$ cat config.mk
export PLATFORM = sky130hd
export DESIGN_NAME = instruction_encode
export DESIGN_NICKNAME = d
export VERILOG_FILES = /design/src/rtl/instruction_encode_pkg.sv /design/src/rtl/instruction_encode_word.sv /design/src/rtl/instruction_encode.sv
export SDC_FILE = /design/constraint.sdc
export NUM_CORES = 1
export LEC_CHECK = 0
export ABC_AREA = 1
export ABC_CLOCK_PERIOD_IN_PS = 2900
export CAP_MARGIN = 30
export CELL_PAD_IN_SITES_DETAIL_PLACEMENT = 1
export CELL_PAD_IN_SITES_GLOBAL_PLACEMENT = 2
export CORE_MARGIN = 1.5
export CORE_UTILIZATION = 39
export DETAILED_ROUTE_END_ITERATION = 6
export DONT_BUFFER_PORTS = 1
export PLACE_DENSITY_LB_ADDON = 0.1
export SYNTH_ARGS = -nofsm -noshare
export SYNTH_HDL_FRONTEND = slang
export SYNTH_HIERARCHICAL = 1
export SYNTH_SLANG_ARGS = --single-unit
$ cat constraint.sdc
create_clock -name clk -period 2.9 [get_ports clk]
set_input_delay 0.435 -clock clk [delete_from_list [all_inputs] [get_ports clk]]
set_output_delay 0.435 -clock clk [all_outputs]
set_load 0.02 [all_outputs]
$ cat src/rtl/instruction_encode_pkg.sv
// Shared RV32I encoder definitions: opcodes, one-hot class indices, FSM states, field packers.
package instruction_encode_pkg;

  localparam logic [6:0] OPCODE_LUI    = 7'b0110111;
  localparam logic [6:0] OPCODE_AUIPC  = 7'b0010111;
  localparam logic [6:0] OPCODE_JAL    = 7'b1101111;
  localparam logic [6:0] OPCODE_JALR   = 7'b1100111;
  localparam logic [6:0] OPCODE_BRANCH = 7'b1100011;
  localparam logic [6:0] OPCODE_LOAD   = 7'b0000011;
  localparam logic [6:0] OPCODE_STORE  = 7'b0100011;
  localparam logic [6:0] OPCODE_ITYPE  = 7'b0010011;
  localparam logic [6:0] OPCODE_RTYPE  = 7'b0110011;
  localparam logic [6:0] OPCODE_FENCE  = 7'b0001111;
  localparam logic [6:0] OPCODE_DEBUG  = 7'b1110011;

  localparam int ONEHOT_LUI_INDEX    = 0;
  localparam int ONEHOT_AUIPC_INDEX  = 1;
  localparam int ONEHOT_JAL_INDEX    = 2;
  localparam int ONEHOT_JALR_INDEX   = 3;
  localparam int ONEHOT_BRANCH_INDEX = 4;
  localparam int ONEHOT_LOAD_INDEX   = 5;
  localparam int ONEHOT_STORE_INDEX  = 6;
  localparam int ONEHOT_ITYPE_INDEX  = 7;
  localparam int ONEHOT_RTYPE_INDEX  = 8;
  localparam int ONEHOT_FENCE_INDEX  = 9;
  localparam int ONEHOT_DEBUG_INDEX  = 10;

  typedef enum logic [1:0] {
    ST_EMPTY,
    ST_FULL,
    ST_FULL_PENDING
  } enc_state_e;

  function automatic logic [31:0] enc_r(input logic [6:0] f7, input logic [4:0] rs2,
                                        input logic [4:0] rs1, input logic [2:0] f3,
                                        input logic [4:0] rd, input logic [6:0] op);
    return {f7, rs2, rs1, f3, rd, op};
  endfunction

  function automatic logic [31:0] enc_i(input logic [11:0] imm, input logic [4:0] rs1,
                                        input logic [2:0] f3, input logic [4:0] rd,
                                        input logic [6:0] op);
    return {imm, rs1, f3, rd, op};
  endfunction

  function automatic logic [31:0] enc_s(input logic [11:0] imm, input logic [4:0] rs2,
                                        input logic [4:0] rs1, input logic [2:0] f3,
                                        input logic [6:0] op);
    return {imm[11:5], rs2, rs1, f3, imm[4:0], op};
  endfunction

  // imm[0] is implied zero for branches and jumps, so it is not part of the word.
  function automatic logic [31:0] enc_b(input logic [12:1] imm, input logic [4:0] rs2,
                                        input logic [4:0] rs1, input logic [2:0] f3,
                                        input logic [6:0] op);
    return {imm[12], imm[10:5], rs2, rs1, f3, imm[4:1], imm[11], op};
  endfunction

  function automatic logic [31:0] enc_u(input logic [19:0] upper, input logic [4:0] rd,
                                        input logic [6:0] op);
    return {upper, rd, op};
  endfunction

  function automatic logic [31:0] enc_j(input logic [20:1] imm, input logic [4:0] rd,
                                        input logic [6:0] op);
    return {imm[20], imm[10:1], imm[11], imm[19:12], rd, op};
  endfunction

endpackage

$ cat src/rtl/instruction_encode_word.sv
// Combinational fields-to-word encoder with immediate range checking.
// Optional LI expansion into LUI/ADDI under INSTR_ENCODE_LI_EXPANSION_EN.
module instruction_encode_word
  import instruction_encode_pkg::*;
#(
  parameter int OPCODE_SEL_WIDTH = 11
) (
  input  logic [OPCODE_SEL_WIDTH-1:0] opcode_selection,
  input  logic                        load_immediate,
  input  logic [4:0]                  destination_reg,
  input  logic [4:0]                  source_reg_1,
  input  logic [4:0]                  source_reg_2,
  input  logic [2:0]                  subfunction_3,
  input  logic [6:0]                  subfunction_7,
  input  logic [31:0]                 immediate,
  output logic [31:0]                 word,
  output logic                        encoding_error,
  output logic [31:0]                 second_word,
  output logic                        has_second
);

  logic onehot;
  logic fits_12;
  logic fits_13;
  logic fits_21;

  assign onehot  = (opcode_selection != '0) &&
                   ((opcode_selection & (opcode_selection - 1'b1)) == '0);
  assign fits_12 = (immediate[31:11] == '0) || (immediate[31:11] == '1);
  assign fits_13 = (immediate[31:12] == '0) || (immediate[31:12] == '1);
  assign fits_21 = (immediate[31:20] == '0) || (immediate[31:20] == '1);

`ifdef INSTR_ENCODE_LI_EXPANSION_EN
  // (imm + 0x800) >> 12 without carrying the unused low bits around.
  logic [19:0] li_upper;
  assign li_upper = immediate[31:12] + {19'd0, immediate[11]};
`endif

  always_comb begin
    word           = '0;
    encoding_error = 1'b0;
    second_word    = '0;
    has_second     = 1'b0;
    if (load_immediate) begin
`ifdef INSTR_ENCODE_LI_EXPANSION_EN
      if (fits_12) begin
        word = enc_i(immediate[11:0], 5'd0, 3'd0, destination_reg, OPCODE_ITYPE);
      end else begin
        word = enc_u(li_upper, destination_reg, OPCODE_LUI);
        if (immediate[11:0] != '0) begin
          has_second  = 1'b1;
          second_word = enc_i(immediate[11:0], destination_reg, 3'd0, destination_reg,
                              OPCODE_ITYPE);
        end
      end
`else
      word           = enc_i(immediate[11:0], 5'd0, 3'd0, destination_reg, OPCODE_ITYPE);
      encoding_error = !fits_12;
`endif
    end else if (!onehot) begin
      encoding_error = 1'b1;
    end else if (opcode_selection[ONEHOT_LUI_INDEX]) begin
      word           = enc_u(immediate[31:12], destination_reg, OPCODE_LUI);
      encoding_error = immediate[11:0] != '0;
    end else if (opcode_selection[ONEHOT_AUIPC_INDEX]) begin
      word           = enc_u(immediate[31:12], destination_reg, OPCODE_AUIPC);
      encoding_error = immediate[11:0] != '0;
    end else if (opcode_selection[ONEHOT_JAL_INDEX]) begin
      word           = enc_j(immediate[20:1], destination_reg, OPCODE_JAL);
      encoding_error = !fits_21 || immediate[0];
    end else if (opcode_selection[ONEHOT_JALR_INDEX]) begin
      word           = enc_i(immediate[11:0], source_reg_1, subfunction_3, destination_reg,
                             OPCODE_JALR);
      encoding_error = !fits_12;
    end else if (opcode_selection[ONEHOT_BRANCH_INDEX]) begin
      word           = enc_b(immediate[12:1], source_reg_2, source_reg_1, subfunction_3,
                             OPCODE_BRANCH);
      encoding_error = !fits_13 || immediate[0];
    end else if (opcode_selection[ONEHOT_LOAD_INDEX]) begin
      word           = enc_i(immediate[11:0], source_reg_1, subfunction_3, destination_reg,
                             OPCODE_LOAD);
      encoding_error = !fits_12;
    end else if (opcode_selection[ONEHOT_STORE_INDEX]) begin
      word           = enc_s(immediate[11:0], source_reg_2, source_reg_1, subfunction_3,
                             OPCODE_STORE);
      encoding_error = !fits_12;
    end else if (opcode_selection[ONEHOT_ITYPE_INDEX]) begin
      word           = enc_i(immediate[11:0], source_reg_1, subfunction_3, destination_reg,
                             OPCODE_ITYPE);
      encoding_error = !fits_12;
    end else if (opcode_selection[ONEHOT_RTYPE_INDEX]) begin
      word = enc_r(subfunction_7, source_reg_2, source_reg_1, subfunction_3, destination_reg,
                   OPCODE_RTYPE);
    end else if (opcode_selection[ONEHOT_FENCE_INDEX]) begin
      word           = enc_i(immediate[11:0], source_reg_1, subfunction_3, destination_reg,
                             OPCODE_FENCE);
      encoding_error = !fits_12;
    end else if (opcode_selection[ONEHOT_DEBUG_INDEX]) begin
      word           = enc_i(immediate[11:0], source_reg_1, subfunction_3, destination_reg,
                             OPCODE_DEBUG);
      encoding_error = !fits_12;
    end
  end

endmodule

$ cat src/rtl/instruction_encode.sv
// Registered RV32I instruction encoder with valid/ready on both sides.
// LI pseudo-op expansion is enabled by INSTR_ENCODE_LI_EXPANSION_EN (see instruction_encode_word).
module instruction_encode
  import instruction_encode_pkg::*;
#(
  parameter int OPCODE_SEL_WIDTH = 11
) (
  input  logic                        clk,
  input  logic                        reset_n,
  input  logic                        in_valid,
  output logic                        in_ready,
  input  logic [OPCODE_SEL_WIDTH-1:0] in_opcode_selection,
  input  logic                        in_load_immediate,
  input  logic [4:0]                  in_destination_reg,
  input  logic [4:0]                  in_source_reg_1,
  input  logic [4:0]                  in_source_reg_2,
  input  logic [2:0]                  in_subfunction_3,
  input  logic [6:0]                  in_subfunction_7,
  input  logic [31:0]                 in_immediate,
  output logic                        out_valid,
  input  logic                        out_ready,
  output logic [31:0]                 out_instruction,
  output logic                        out_encoding_error,
  output logic                        out_last
);

  enc_state_e  state;
  logic [31:0] word;
  logic        word_error;
  logic [31:0] second_word;
  logic        has_second;
  logic [31:0] pending_word;
  logic        accept;
  logic        out_fire;

  instruction_encode_word #(
    .OPCODE_SEL_WIDTH(OPCODE_SEL_WIDTH)
  ) u_word (
    .opcode_selection(in_opcode_selection),
    .load_immediate  (in_load_immediate),
    .destination_reg (in_destination_reg),
    .source_reg_1    (in_source_reg_1),
    .source_reg_2    (in_source_reg_2),
    .subfunction_3   (in_subfunction_3),
    .subfunction_7   (in_subfunction_7),
    .immediate       (in_immediate),
    .word            (word),
    .encoding_error  (word_error),
    .second_word     (second_word),
    .has_second      (has_second)
  );

  assign in_ready = (state == ST_EMPTY) || ((state == ST_FULL) && out_ready);
  assign accept   = in_valid && in_ready;
  assign out_fire = out_valid && out_ready;

  always_ff @(posedge clk or negedge reset_n) begin
    if (!reset_n) begin
      state              <= ST_EMPTY;
      out_valid          <= 1'b0;
      out_instruction    <= '0;
      out_encoding_error <= 1'b0;
      out_last           <= 1'b0;
      pending_word       <= '0;
    end else begin
      case (state)
        ST_EMPTY, ST_FULL: begin
          if (accept) begin
            out_valid          <= 1'b1;
            out_instruction    <= word;
            out_encoding_error <= word_error;
            out_last           <= !has_second;
            pending_word       <= second_word;
            state              <= has_second ? ST_FULL_PENDING : ST_FULL;
          end else if (out_fire) begin
            out_valid <= 1'b0;
            state     <= ST_EMPTY;
          end
        end
        ST_FULL_PENDING: begin
          if (out_fire) begin
            out_instruction    <= pending_word;
            out_encoding_error <= 1'b0;
            out_last           <= 1'b1;
            pending_word       <= '0;
            state              <= ST_FULL;
          end
        end
        default: begin
          out_valid <= 1'b0;
          state     <= ST_EMPTY;
        end
      endcase
    end
  end

endmodule
==> summary.md <==
| Metric | Value |
|---|---|
| Slew of the pin with the lowest slew margin | 0.872 ns |
| Worst skew pair latency | 0.33 ns |
| Crit. End Element | flop |
| GRT Total Usage | 25.0% |
| Most common cell after layout, fill and taps aside | nand2_1 |
| DRT Pass-1 Iters | 5 |
| Synth-to-layout area growth | 3.05% |
| Slew Limit Fails | 0 |
| Residual DRC | 0 |
| Mapped Cells | 770 |
| Ratio of final minimum period to clock period | 73.7% |
| Setup crit start | in_opcode_selection[1] |
| Unrepaired setup endpoints after global routing | false |
| Slew Limit Headroom | 41.9% |
| Placed cell count | 905 |
| Cell Count, Final, Fillers Out | 922 |
| Setup TNS | 0 ns |
| DR vias | 5,098 |
| Routed length per instance | 18.9 um |
| Clock-pin slew on the worst setup and hold paths | 0.05 ns |
| Antenna viol nets, final | 0 |
| Cts repair resizes | 0 |
| Synthesized cell area | 5300 sq um |
| Cts bufs inserted | 9 |
| Worst VDD drop | 610 uV |
| Inserted Diodes | 0 |
| Switching power | 2.13 mW |
| Power Total | 4.65 mW |
| CTS tree | done |
| Cell breakdown of the critical path | nor2_2 > buf_4 > inv_2 > nor2_4 > nand3_1 > nand2_1 > nand2_1 > nor2_4 > nand3_4 > o21ai_0 > nand2_1 > nand2_1 > nand2_1 > nand2_1 |
| Vias/cell | 5.53 |
| Achievable Freq | 468 MHz |
| Final min period | 2.14 ns |
| Drt initial violations | 433 |
| YS warnings | 6 |
| Nets | 815 |
| Worst setup margin | 0.762 ns |
| Critical path peak fanout | 28 |
| Slowest stage cell, crit path | o21ai_0 |
| Core box area | 13,200 sq um |
| Initial antenna violation count | 0 |
| Yosys reg bits | 69 |
| Final wirelength | 17,500 um |
| Worst Hold Class | in2reg |
| Layout Utilization | 41.2% |
| Leak | 2.71 nW |
| FP Rows | 42 |
| First-pass GRT wire length | 28,000 um |
| Root Buffer | clkbuf_16 |
| Req. time, crit path | 3.16 ns |
| Die ar. | 14,300 sq um |
| GR Overflow Total | 0 |
| Hold Startpoint | in_valid |
| Internal power | 2.51 mW |
| Combinational power share | 35.0% |
| Clk pwr share | 21.2% |
| Clk_skew | 0.00488 ns |
| Clock sinks | 69 |
| Place WS | 0.427 ns |
| Setup violators final | 0 |
| Io pins | 109 |
| Share of layout cells above drive strength 1 | 8.18% |
| Fin. Hold Viols | 0 |
| Syn avg cell area | 6.88 sq um |
| Clock Tree Buf Depth | 2 |
| Initial Util | 40.0% |
| GP Congestion | 0.852 |
| Htree depth | 3 |
| Max stage delay on crit path | 0.37 ns |
| Largest net degree at the start of global routing | 70 |
| Die Y | 120 um |
| Most frequent cells in the layout | 267 x nand2_1, 88 x nand3_1, 69 x o211ai_1, 69 x dfrtp_1, 57 x nor2_1 |
| Max_cap viols | 0 |
| Post-detail-place hpwl | 12,600 um |
| Type of origin of the critical path | input pin |
| Crit path arrival time | 2.40 ns |
| Seq pwr share | 43.9% |
| Critical path type | in2reg |
| Net Sw Frac | 45.9% |
| Die width | 120 um |
| Pwr dens | 852 nW/um^2 |
| Status | finished clean |
| Vias in the first global route | 5,073 |
| Reg-to-Reg Start | out_valid$_DFFE_PN0P_ |
| CP most frequent cell | nand2_1 |
| Netlist cell types | 38 |
| PortBufs | 0 |
| Sequential cell area fraction in the yosys report | 32.6% |
-- metrics by stage --
| step | hold WS [ns] | instance area [sq um] |
|---|---|---|
| after global placement | 0.141 | 5160 |
| after CTS | 0.281 | 5460 |
| after detailed placement | 0.140 | 5160 |
| after floorplan | 0.139 | 5420 |
| final | 0.284 | 5460 |
| after global routing | 0.290 | 5460 |
-- registers in the layout, indices dropped and copies added (netlist names) --
signal,count
out_instruction,32
pending_word,32
state,2
out_encoding_error,1
out_last,1
out_valid,1
-- synthesized netlist by cell type (all sizes together) --
cell type / instances / share of area (%)
a41oi: 1 / 0.17
or2: 5 / 0.59
nand3: 90 / 9.0
dfrtp: 69 / 33
buf: 66 / 9.5
nor4: 1 / 0.12
clkinv: 1 / 0.071
a31oi: 5 / 0.59
nor2: 61 / 5.0
conb: 1 / 0.071
o21ai: 28 / 2.9
nor3b: 1 / 0.14
a21oi: 11 / 1.1
o22ai: 9 / 1.7
nand2: 270 / 19
clkbuf: 19 / 1.3
a31o: 1 / 0.17
a21boi: 1 / 0.14
o211ai: 70 / 10
nor3: 9 / 1.1
a22oi: 8 / 1.1
inv: 38 / 2.7
nand4: 5 / 0.59
-- final cells by class --
type / instances / area, sq um
clock buffers: 13 / 250
repair buffers: 14 / 128
multi-input cells: 609 / 2980
flip-flops and latches: 69 / 1730
inverters: 39 / 146
clock inverters: 2 / 10.0
fillers: 1735 / 7780
well taps: 176 / 220
-- what timing repair did --
item / 4_1_cts / 5_1_grt
hold buffers: 2 / 0
setup buffers: 0 / 0
hold endpoints to repair: 69 / 0
-- final timing paths --
kind,endpoint,slack (ns),depth (start not counted)
worst max-delay path,out_instruction[30]$_DFFE_PN0P_,0.76,14
worst min-delay path,out_encoding_error$_DFFE_PN0P_,0.28,2
worst max register to register,out_instruction[3]$_DFFE_PN0P_,0.93,5
worst min register to register,pending_word[24]$_DFFE_PN0P_,0.52,2
max in group asynchronous,pending_word[14]$_DFFE_PN0P_,1.95,2
min in group asynchronous,out_instruction[1]$_DFFE_PN0P_,0.64,2
-- kinds of logic (layout without fill, tap and decap cells) --
family	after synthesis	count (layout)	synth area share (%)
flops	69	69	32.6
compound gates	134	134	17.9
other cells	1	33	0.0708
buf+inv	124	68	13.6
simple gates	442	442	35.8
-- critical path: cells and delay by family --
kind / cells / cell delay, ns
AOI/OAI and AO/OA: 1 / 0.37
and+or+nand+nor: 11 / 1.24
buffers and inverters: 2 / 0.34
-- power groups by stage --
stage / clock [mW] / combinational, mW / sequential [mW]
3_3_place_gp: 0 / 1.56 / 2.04
6_report: 0.984 / 1.63 / 2.04
4_1_cts: 1.01 / 1.64 / 2.05
5_1_grt: 1.05 / 1.85 / 2.09
3_5_place_dp: 0 / 1.61 / 2.07
2_1_floorplan: 0 / 1.45 / 1.90
-- layer usage --
metal	vias up	routed length (um)	global-route usage (%)	share of wire, %
met4	0	380	8.18	2.2
met1	2479	8080	35.3	46
li1	2465	-	-	-
met5	-	0	0	0
met3	20	805	3.80	4.6
met2	134	8200	39.2	47
(Power assumes the default switching activity.)
==> RTL edit 1 (same flow settings) <==
Encoding of `enc_state_e`: now one-hot (3 bits for 3 states).
--- a/src/rtl/instruction_encode_pkg.sv
+++ b/src/rtl/instruction_encode_pkg.sv
@@ -27,6 +27,6 @@
 
-  typedef enum logic [1:0] {
-    ST_EMPTY,
-    ST_FULL,
-    ST_FULL_PENDING
+  typedef enum logic [2:0] {
+    ST_EMPTY        = 3'b001,
+    ST_FULL         = 3'b010,
+    ST_FULL_PENDING = 3'b100
   } enc_state_e;
Function: same outputs for any inputs over 4 cycles, from zero or initial values and one cycle with reset_n low; so few cycles prove little.
==> RTL edit 1 against the original RTL <==
  * Die area fell by 6.3%
  * Synthesized area fell by 6.5%
  * Via count fell by 7.8%
  * Sequential cell count rose by 1
  * Register-to-register slack got worse by 20 ps
  * Synthesized cell count fell by 0.91%
  * Cell area fell by 4.5%
  * Total power fell by 13%
  * Wire length fell by 11%
  * Worst setup slack got worse by 58 ps
  * Critical endpoint is now out_instruction[25]
  * Largest cell class unchanged
  * Highest routed layer unchanged
==> RTL edit 1: results (changes against the original RTL) <==
Run status
  – Status: completed

Drt
  – Post-Route WL: 15.6 mm (-11%)
  – Top layer reached by signal wires: met4
  – Routed met3 length: 826 um (+2.6%)
  – WL met1: 7.04 mm (-13%)
  – Drt first pass iters: 4 (-1)
  – DR vias/cell: 5.09 (-7.9%)
  – Routed Antenna Nets: 0 (unchanged)
  – Initial DRC count: 213 (-51%)
  – Met2 routed WL: 7.39 mm (-9.9%)

Placement
  – Port bufs: 0 (unchanged)
  – Post-place instance area: 0.00490 mm^2 (-5.1%)
  – HPWL after DPL: 11.7 mm (-7.4%)
  – Post-Place Setup Slack: 378 ps (-49.6 ps)
  – Placer Congestion: 0.834 (-2.1%)

Clocking
  – Clk buf depth: 2 (unchanged)
  – Clock insertion delay at the later pin of the skew report: between 300 and 400 ps
  – CTS root buf: clkbuf_16
  – TritonCTS buffer count: 9 (unchanged)
  – Clock-pin slew on the worst setup and hold paths: 60 ps
  – Post-CTS setup buffer count: 0 (unchanged)
  – Resized cells post-CTS: 0 (unchanged)

Pwr
  – P_leak: 2.81 nW (+3.3%)
  – Worst VDD drop: 0.408 mV (-33%)

Worst setup path
  – CP max stage delay: 350 ps (-20 ps)
  – Slowest cell on the critical path: nor2_2
  – Crit path max fanout: 28 (unchanged)
  – Arr. time, crit path: 2470 ps (+70 ps)

GRT
  – Initial antenna violation count: 0 (unchanged)
  – Pin count of the biggest net entering global routing: 71 (+1.4%)
  – Number of global-route vias before repair: 4859 (-4.2%)
  – First-pass GRT wire length: 25.2 mm (-10%)
  – Gr usage total: 0.245 (-0.00485)

Final layout
  – # diodes: 0 (unchanged)
  – Nets: 823 (+0.98%)
  – Fraction of layout cells with a size suffix above 1: 0.0821 (+0.000350)
  – Regs by FF count: out_instruction x32, pending_word x32, state x3

Logic synthesis
  – Yosys cell types: 39 (+2.6%)
  – Async SR Flop Fraction: 1.00 (unchanged)
  – Number of synthesized flops with an enable pin: 0 (unchanged)
  – Sequential fraction of the synthesis area: 0.354 (+0.0279)
  – Compound-gate portion of the synthesized area: 0.0899 (-0.0891)
  – Synth Area in XOR/XNOR: 0 (unchanged)
  – Post-synthesis adder-cell area fraction: 0 (unchanged)
  – Top cells by area, synth: dfrtp_1, nand2_1, buf_4, nand3_1, nor2_1
  – Commonest cells in the synthesized netlist: nand2_1, dfrtp_1, nor2_1

Timing
  – Layout Skew: 6.66 ps (+1.79 ps)
  – Max_slew headroom: 0.517 (+0.0983)

Min path
  – HP Class: in -> reg
==> RTL edit 1: metrics by stage <==
step                power (mW)  instances  utilization
finish                    4.06        923        0.427
global route              4.38        923        0.427
CTS                       4.13        923        0.427
detailed placement        3.04        905        0.401
global placement          2.99        905        0.401
floorplan                 2.82        795            -
==> RTL edit 1: where the power goes <==
part	switching, mW	internal [mW]
sequential	0.434	1.37
clock	0.416	0.601
combinational	0.856	0.386
total	1.71	2.35
==> RTL edit 1: logic make-up (layout without fill, tap and decap cells) <==
family,Yosys count,after routing
AOI/OAI and AO/OA,68,68
buffers and inverters,105,65
DFF,70,70
other,1,33
and+or+nand+nor,519,519
==> RTL edit 1: final timing paths <==
kind	startpoint	depth (start not counted)	slack, ps	endpoint
max	in_opcode_selection[1]	13	700	out_instruction[25]
min	in_valid	2	270	out_encoding_error
max reg2reg	state[0]	9	910	out_instruction[26]
min in group asynchronous	reset_n	2	660	out_instruction[29]
max in group asynchronous	reset_n	2	1930	pending_word[16]
min reg2reg	pending_word[31]	2	480	pending_word[31]
==> RTL edit 1: critical path: cells and delay by family <==
kind / cells / cell delay, ps
and+or+nand+nor: 11 / 1500
AOI/OAI and AO/OA: 1 / 290
buffers and inverters: 1 / 230
==> RTL edit 1: per-layer routing <==
layer,GRT usage,vias up
li1,-,2327
met2,0.405,104
met3,0.0544,24
met4,0.0829,0
met1,0.318,2245
met5,0,-
==> RTL edit 1: layout make-up <==
class / count / area [um^2]
fill: 1664 / 7000
multi-input combinational: 620 / 2720
sequential: 70 / 1750
clock buffer: 11 / 243
tap: 168 / 210
inverter: 39 / 146
timing repair buffer: 10 / 110
clock inverter: 5 / 35.0
==> RTL edit 2 (config.mk and constraints unchanged) <==
Made on the original files. `OPCODE_SEL_WIDTH` is set to 11 in 2 places; all go to 12.
--- a/src/rtl/instruction_encode_word.sv
+++ b/src/rtl/instruction_encode_word.sv
@@ -5,3 +5,3 @@
 #(
-  parameter int OPCODE_SEL_WIDTH = 11
+  parameter int OPCODE_SEL_WIDTH = 12
 ) (
--- a/src/rtl/instruction_encode.sv
+++ b/src/rtl/instruction_encode.sv
@@ -5,3 +5,3 @@
 #(
-  parameter int OPCODE_SEL_WIDTH = 11
+  parameter int OPCODE_SEL_WIDTH = 12
 ) (
Interface: changed (resized in_opcode_selection); port bits go from 109 to 110. The function was not compared with the original's and may differ.
==> RTL edit 2 against the original RTL <==
  * Final cell count increased by 1.4%
  * Total power rose by 3.7%
  * Worst setup slack got worse by 15 ps
  * Synthesized cell count increased by 1.4%
  * Fmax shrank 0.68%
  * Clock skew increased by 3.2 ps
  * Wire length is 1.8% higher
  * Sequential cell count is the same
  * Cell area barely moved
  * Sequential share of layout area barely moved
  * Core utilization is 0.15 points higher
  * Critical path depth increased by 1
  * Register-to-register slack better by 170 ps
  * Synthesized area fell by 1.2%
==> RTL edit 2: results (changes against the original RTL) <==
GRT
  – Number of global-route vias before repair: 5271 (+3.9%)
  – Pin count of the biggest net entering global routing: 75 (+7.1%)
  – Gr usage total: 0.260 (+0.0102)
  – First-pass GRT wire length: 28.9 mm (+3.2%)

Drt
  – Vias post-DR: 5115 (+0.33%)
  – Wire per inst: 19.0 um (+0.36%)
  – Post-Route WL: 17.8 mm (+1.8%)
  – Drt first pass iters: 4 (-1)
  – Initial DRC count: 371 (-14%)

Logic synthesis
  – Top cells by area, synth: dfrtp_1, nand2_1, o211ai_1, nand3_1, buf_4
  – Sequential fraction of the synthesis area: 0.330 (+0.00405)
  – Compound-gate portion of the synthesized area: 0.161 (-0.0179)
  – Yosys cell types: 31 (-18%)
  – Avg Inst Size Synth: 6.70 um^2 (-2.6%)
  – Commonest cells in the synthesized netlist: nand2_1, nand3_1, dfrtp_1

Run status
  – Status: completed

Clocking
  – CTS root buf: clkbuf_16

Timing
  – Max_slew headroom: 0.507 (+0.0877)
  – Layout Skew: 8.06 ps (+3.18 ps)

Final layout
  – Fill count: 1774 (+2.2%)
  – Fraction of layout cells with a size suffix above 1: 0.0606 (-0.0212)

Worst setup path
  – R2R Path Start: state[1]
  – Slowest cell on the critical path: nor2_4
  – Arr. time, crit path: 2430 ps (+30 ps)
  – Worst setup path start: in_opcode_selection[9]
  – FF-to-FF setup slack: 1100 ps (+170 ps)
  – Crit path max fanout: 19 (-32%)
  – Crit Reg-Reg Endpoint: out_last
  – CP max stage delay: 350 ps (-20 ps)
  – Largest delay share family, worst path: simple AND/OR/NAND/NOR gates

Placement
  – Placer Congestion: 0.896 (+5.2%)
  – HPWL after DPL: 12.8 mm (+1.7%)

Min path
  – WHS Endpoint: out_encoding_error

Pwr
  – P_leak: 2.78 nW (+2.3%)
-- RTL edit 2: changes by cell type after synthesis, moves of 4 or more --
cell | unedited run | this run
a31oi_1 | 5 | 11
inv_1 | 31 | 36
a21oi_1 | 10 | 15
nand2_1 | 268 | 296
o21ai_0 | 20 | 15
o22ai_1 | 4 | 0
or2_2 | 5 | 0
o22ai_2 | 5 | 0
-- RTL edit 2: timing repair --
| action | CTS | global route |
|---|---|---|
| endpoints found under the setup margin | 0 | 0 |
| hold buffers | 2 | 0 |
| endpoints found under the hold margin | 69 | 0 |
| resized for setup | 0 | 0 |
-- RTL edit 2: metrics by stage --
stage	setup WS, ps	hold WS, ps	area [um^2]
finish	747	273	5460
global route	492	299	5460
CTS	752	258	5460
detailed placement	404	141	5120
global placement	511	141	5120
floorplan	1010	139	5350
-- RTL edit 2: report_power, final --
group / switching [mW] / total, mW / internal [mW]
Combinational: 1.14 / 1.67 / 0.523
Clock: 0.417 / 1.13 / 0.708
Sequential: 0.622 / 2.03 / 1.41
Total: 2.18 / 4.82 / 2.64
-- RTL edit 2: cells by family (layout without fill, tap and decap cells) --
kind of cell	count (synthesis)	count (layout)
buffers and inverters	124	70
AO/OA/AOI/OAI	124	124
AND/OR/NAND/NOR	463	463
other	1	33
flip-flops	69	69
-- RTL edit 2: final cells by class --
cell class | instances | area share
clock inverter | 3 | 0.00825
tap | 176 | 0.0404
timing repair buffer | 13 | 0.0243
sequential | 69 | 0.316
inverter | 42 | 0.0294
multi-input combinational | 620 | 0.534
clock buffer | 12 | 0.0470
-- RTL edit 2: metal layers --
metal	track usage	wire (um)	vias to the layer above
met2	0.412	8330	131
li1	-	-	2481
met1	0.357	8090	2475
met3	0.0512	923	28
met5	0	0	-
met4	0.0858	428	0
